===== src/rtl/lsu_mem_master.sv =====
// Load/store initiator for the byte-masked single-port memory.
// One RV32I request in flight; lane shifting on stores, extension on loads.
module lsu_mem_master #(
  parameter int ADDR_W = 8
) (
  input  logic              clk,
  input  logic              rst,
  input  logic              req_valid,
  output logic              req_ready,
  input  logic              req_we,
  input  logic [2:0]        req_funct3,
  input  logic [31:0]       req_addr,
  input  logic [31:0]       req_wdata,
  output logic              resp_valid,
  output logic [31:0]       resp_rdata,
  output logic              resp_err,
  output logic [ADDR_W-1:0] mem_address,
  output logic [31:0]       mem_w_data,
  output logic [3:0]        mem_masking,
  output logic              mem_we_re,
  input  logic [31:0]       mem_r_data
);

  localparam logic [2:0] S_IDLE  = 3'd0;
  localparam logic [2:0] S_WRITE = 3'd1;
  localparam logic [2:0] S_READ  = 3'd2;
  localparam logic [2:0] S_DONE  = 3'd3;
  localparam logic [2:0] S_ERR   = 3'd4;

  logic [2:0]        state;
  logic [ADDR_W+1:0] addr_q;
  logic [31:0]       wdata_q;
  logic [2:0]        funct3_q;
  logic              we_q;

  logic accept;
  logic bad_f3;
  logic misal;
  logic req_bad;
  logic unused_addr;

  // Address bits above the memory depth wrap and are never stored.
  assign unused_addr = ^req_addr[31:ADDR_W+2];

  assign req_ready = (state == S_IDLE);
  assign accept    = req_valid && req_ready;

  always_comb begin
    bad_f3 = 1'b0;
    misal  = 1'b0;
    if (req_we) begin
      bad_f3 = (req_funct3 > 3'd2);
    end else begin
      bad_f3 = (req_funct3 == 3'd3) || (req_funct3[2:1] == 2'b11);
    end
    unique case (req_funct3[1:0])
      2'd1:    misal = req_addr[0];
      2'd2:    misal = (req_addr[1:0] != 2'd0);
      default: misal = 1'b0;
    endcase
    req_bad = bad_f3 || misal;
  end

  always_ff @(posedge clk) begin
    if (rst) begin
      state    <= S_IDLE;
      addr_q   <= '0;
      wdata_q  <= '0;
      funct3_q <= '0;
      we_q     <= 1'b0;
    end else begin
      unique case (state)
        S_IDLE: begin
          if (accept) begin
            addr_q   <= req_addr[ADDR_W+1:0];
            wdata_q  <= req_wdata;
            funct3_q <= req_funct3;
            we_q     <= req_we;
            if (req_bad)     state <= S_ERR;
            else if (req_we) state <= S_WRITE;
            else             state <= S_READ;
          end
        end
        S_WRITE: state <= S_DONE;
        S_READ:  state <= S_DONE;
        S_DONE:  state <= S_IDLE;
        S_ERR:   state <= S_IDLE;
        default: state <= S_IDLE;
      endcase
    end
  end

  logic [31:0] st_data;
  logic [3:0]  st_mask;

  always_comb begin
    st_data = wdata_q;
    st_mask = 4'b1111;
    unique case (funct3_q[1:0])
      2'd0: begin
        st_data = {4{wdata_q[7:0]}};
        st_mask = 4'b0001 << addr_q[1:0];
      end
      2'd1: begin
        st_data = {2{wdata_q[15:0]}};
        st_mask = addr_q[1] ? 4'b1100 : 4'b0011;
      end
      default: begin
        st_data = wdata_q;
        st_mask = 4'b1111;
      end
    endcase
  end

  assign mem_address = addr_q[ADDR_W+1:2];
  assign mem_w_data  = st_data;
  assign mem_we_re   = (state == S_WRITE);
  assign mem_masking = (state == S_WRITE) ? st_mask : 4'b0000;

  logic [7:0]  rb;
  logic [15:0] rh;
  logic [31:0] ld;

  always_comb begin
    rb = mem_r_data[{addr_q[1:0], 3'b000} +: 8];
    rh = mem_r_data[{addr_q[1], 4'b0000} +: 16];
    unique case (funct3_q)
      3'd0:    ld = {{24{rb[7]}}, rb};
      3'd1:    ld = {{16{rh[15]}}, rh};
      3'd4:    ld = {24'h0, rb};
      3'd5:    ld = {16'h0, rh};
      default: ld = mem_r_data;
    endcase
  end

  assign resp_valid = (state == S_DONE) || (state == S_ERR);
  assign resp_err   = (state == S_ERR);
  assign resp_rdata = (state == S_DONE && !we_q) ? ld : 32'h0;

endmodule


===== config.mk =====
export PLATFORM = sky130hd
export DESIGN_NAME = lsu_mem_master
export DESIGN_NICKNAME = d
export VERILOG_FILES = /design/src/rtl/lsu_mem_master.sv
export SDC_FILE = /design/constraint.sdc
export NUM_CORES = 1
export LEC_CHECK = 0
export CORE_MARGIN = 1.5
export CORE_UTILIZATION = 34
export CTS_CLUSTER_SIZE = 30
export DETAILED_ROUTE_END_ITERATION = 7
export PLACE_DENSITY_LB_ADDON = 0.25
export SLEW_MARGIN = 40
export SYNTH_ARGS = -nofsm -noshare
export SYNTH_HDL_FRONTEND = slang
export SYNTH_SLANG_ARGS = --single-unit

===== constraint.sdc =====
create_clock -name clk -period 1.79 [get_ports clk]
set_input_delay 0.358 -clock clk [delete_from_list [all_inputs] [get_ports clk]]
set_output_delay 0.358 -clock clk [all_outputs]
set_load 0.01 [all_outputs]

==> impl_metrics.env <==
export IMPL_outcome="finished with violations"
export IMPL_violations="negative setup slack"
export IMPL_num_io_pins=183
export IMPL_ys_ff_latch=49
export IMPL_die_h_um=96.88
export IMPL_async_flop_share_pct=0
export IMPL_final_hold_viol_count=0
export IMPL_ys_flop_type="dfxtp_1"
export IMPL_synth_top_cell_area_share_pct=32.73
export IMPL_drv_cap=0
export IMPL_r2r_cells=6
export IMPL_synth_area_um2=2997
export IMPL_gp_congestion=0.8658
export IMPL_vdd_drop_max_v=0.0005211
export IMPL_crit_type="flip-flop to output port"
export IMPL_start_util_pct=34.70
export IMPL_rr_endpoint="addr_q[8]$_SDFFE_PP0P_"
export IMPL_via_count=3709
export IMPL_ant_nets=0
export IMPL_synth_edff_count=0
export IMPL_antenna_found_initial=0
export IMPL_post_dp_cell_area_um2=4886
export IMPL_critPathLaunch="state[1]$_SDFFE_PP0P_"
export IMPL_routed_wl_mm=12.11
export IMPL_cts_root_buf="clkbuf_8"
export IMPL_wl_per_cell_um=16.73
export IMPL_ys_types=40
export IMPL_grt_overflow_total=0
export IMPL_required_ns=1.43
export IMPL_die_x_um=96.88
export IMPL_startpoint_type="flip-flop"
export IMPL_slew_headroom_pct=76.08
export IMPL_finalPower_uw=5856
export IMPL_min_period_over_period_pct=130.4
export IMPL_arrival_ns=1.98
export IMPL_drive_gt1_share_pct=39.77
export IMPL_fin_area_um2=5796
export IMPL_portBuffers=160
export IMPL_cts_buffer_depth=2
export IMPL_grtUsageTotal_pct=22.96
export IMPL_tightest_slew_ns=0.3588
export IMPL_synth_area_leader_cell="dfxtp_1"
export IMPL_skew_ns=0.009262
export IMPL_r2r_slack_ns=0.26
export IMPL_rsz0062_at_grt="true"
export IMPL_period_minus_slack_ns=2.335
export IMPL_r2r_start="state[0]$_SDFFE_PP0P_"
export IMPL_final_common_cell="nand2_1"
export IMPL_cp_max_fo=4
export IMPL_mostFrequentLayoutCells="nand2_1, clkdlybuf4s50_1, buf_6, buf_4, a21oi_1"
export IMPL_drc=0
export IMPL_synthCells=398
export IMPL_clkSinkCount=49
export IMPL_cts_htree_levels=2
export IMPL_area_growth_pct=93.40
export IMPL_clkTransAtPathRegs_ns=0.10
export IMPL_fillerInstances=679
export IMPL_coreArea_um2=8636
export IMPL_fp_dieArea_um2=9386
export IMPL_vias_per_cell=5.123
export IMPL_final_nets=721
export IMPL_holdCritPathClass="input port to flip-flop"
export IMPL_cts_made_buffers=5
export IMPL_drv_slew=0
export IMPL_ys_seq_area_share_pct=32.73
export IMPL_cp_end_kind="output port"
export IMPL_power_leakage_uw=0.002544
export IMPL_ys_warn_count=0
export IMPL_synth_avg_cell_area_um2=7.529
export IMPL_first_pass_iters=4
export IMPL_cts_tree="built"
export IMPL_insertion_delay_ns=0.30
export IMPL_place_hpwl_mm=7.792
export IMPL_placed_cells=669
export IMPL_powerDensity_nw_per_um2=1010
export IMPL_cp_endpoint="resp_rdata[20]"
export IMPL_rows=34
export IMPL_finalSetupViolCount=49
export IMPL_grt_pass1_vias=3599
export IMPL_drt_initial_drc_count=139
export IMPL_fmax_mhz=428.3
export IMPL_antennaDiodeCount=0
export IMPL_grt_max_degree=32
export IMPL_synth_area_leaders="dfxtp_1, nand2_1, a21oi_1, mux2_2, mux2i_1"
export IMPL_synthesis_nets=504
export IMPL_timing_final_ws_setup_ns=-0.5446
export IMPL_fin_cells=724
export IMPL_grt_pass1_wl_mm=17.96
-- how the worst min path moves through the flow --
stage,start,to,depth (start not counted)
after floorplan,we_q$_SDFFE_PP0P_,we_q$_SDFFE_PP0P_,2
after global placement,wdata_q[21]$_SDFFE_PP0P_,wdata_q[21]$_SDFFE_PP0P_,2
after detailed placement,wdata_q[26]$_SDFFE_PP0P_,wdata_q[26]$_SDFFE_PP0P_,2
after CTS,rst,wdata_q[18]$_SDFFE_PP0P_,2
after global routing,rst,funct3_q[2]$_SDFFE_PP0P_,2
final,rst,wdata_q[18]$_SDFFE_PP0P_,2
-- state kept, by name, summed over array words and instances (netlist names) --
name,flops
funct3_q,3
state,3
we_q,1
addr_q,10
wdata_q,32
-- area by class of cell --
cell class / count / area (um^2) / area share, %
Sequential cell: 49 / 998.5 / 17.23
Clock buffer: 6 / 72.57 / 1.252
Timing Repair Buffer: 257 / 2446 / 42.21
Tap cell: 108 / 135.1 / 2.332
Inverter: 6 / 27.53 / 0.4750
Clock inverter: 2 / 13.76 / 0.2375
Multi-Input combinational cell: 296 / 2102 / 36.27
-- cell usage after synthesis, types with 6 or more instances --
master      n
nand2_1   107
a21oi_1    53
dfxtp_1    49
o21ai_0    19
buf_4      18
mux2_2     18
clkbuf_1   16
mux2i_1    15
a21o_2     11
buf_2       9
nor2_1      9
a211oi_1    6
a21o_1      6
a31oi_1     6
inv_1       6
nand3_1     6
o22ai_1     6
-- cell families after synthesis --
| kind of cell | Yosys count | synth area share (%) |
|---|---|---|
| flip-flops | 49 | 32.73 |
| XOR/XNOR | 1 | 0.2923 |
| AND/OR/NAND/NOR | 140 | 19.83 |
| adder cells (fa/ha/maj) | 3 | 1.253 |
| buffers and inverters | 53 | 10.02 |
| AO/OA/AOI/OAI | 119 | 24.09 |
| multiplexers | 33 | 11.77 |
-- critical path, stage by stage, from the launching register on --
cell and delay (ns):
dfxtp_2 0.34, nand2_2 0.05, or3_4 0.36, nor4_4 0.38, buf_4 0.21, buf_6 0.11
a21o_1 0.09, buf_2 0.13
-- layer usage --
| layer | vias up | GRT usage [%] | wire length [um] |
|---|---|---|---|
| met1 | 1768 | 28.13 | 4986 |
| met3 | 20 | 4.841 | 665 |
| li1 | 1792 | - | - |
| met5 | - | 0 | 0 |
| met4 | 0 | 6.132 | 240 |
| met2 | 129 | 40.61 | 6222 |
-- power by group --
group	switching, uW	internal (uW)	total, uW
combinational	1700	1950	3650
sequential	203	1340	1540
clock	386	280	665
total	2290	3570	5860
-- stage by stage --
| stage | hold slack, ns | setup WS, ns | setup TNS (ns) | utilization [%] |
|---|---|---|---|---|
| 2_1_floorplan | 0.4320 | -0.03368 | -0.2181 | - |
| 3_3_place_gp | 0.4406 | -0.9161 | -26.01 | 56.58 |
| 3_5_place_dp | 0.4466 | -0.9554 | -27.61 | 56.58 |
| 4_1_cts | 0.4481 | -0.5121 | -13.00 | 62.39 |
| 5_1_grt | 0.4621 | -0.6506 | -19.06 | 67.11 |
| 6_report | 0.4516 | -0.5446 | -15.29 | 67.11 |
-- timing repair --
item / 4_1_cts / 5_1_grt
endpoints found under the setup margin: 64 / 57
pin swaps: 9 / 15
buffers inserted: 31 / 23
gates cloned: 2 / 1
resized for setup: 337 / 102
hold buffers: 0 / 0
No activity file was read; power rests on OpenSTA's default activity.
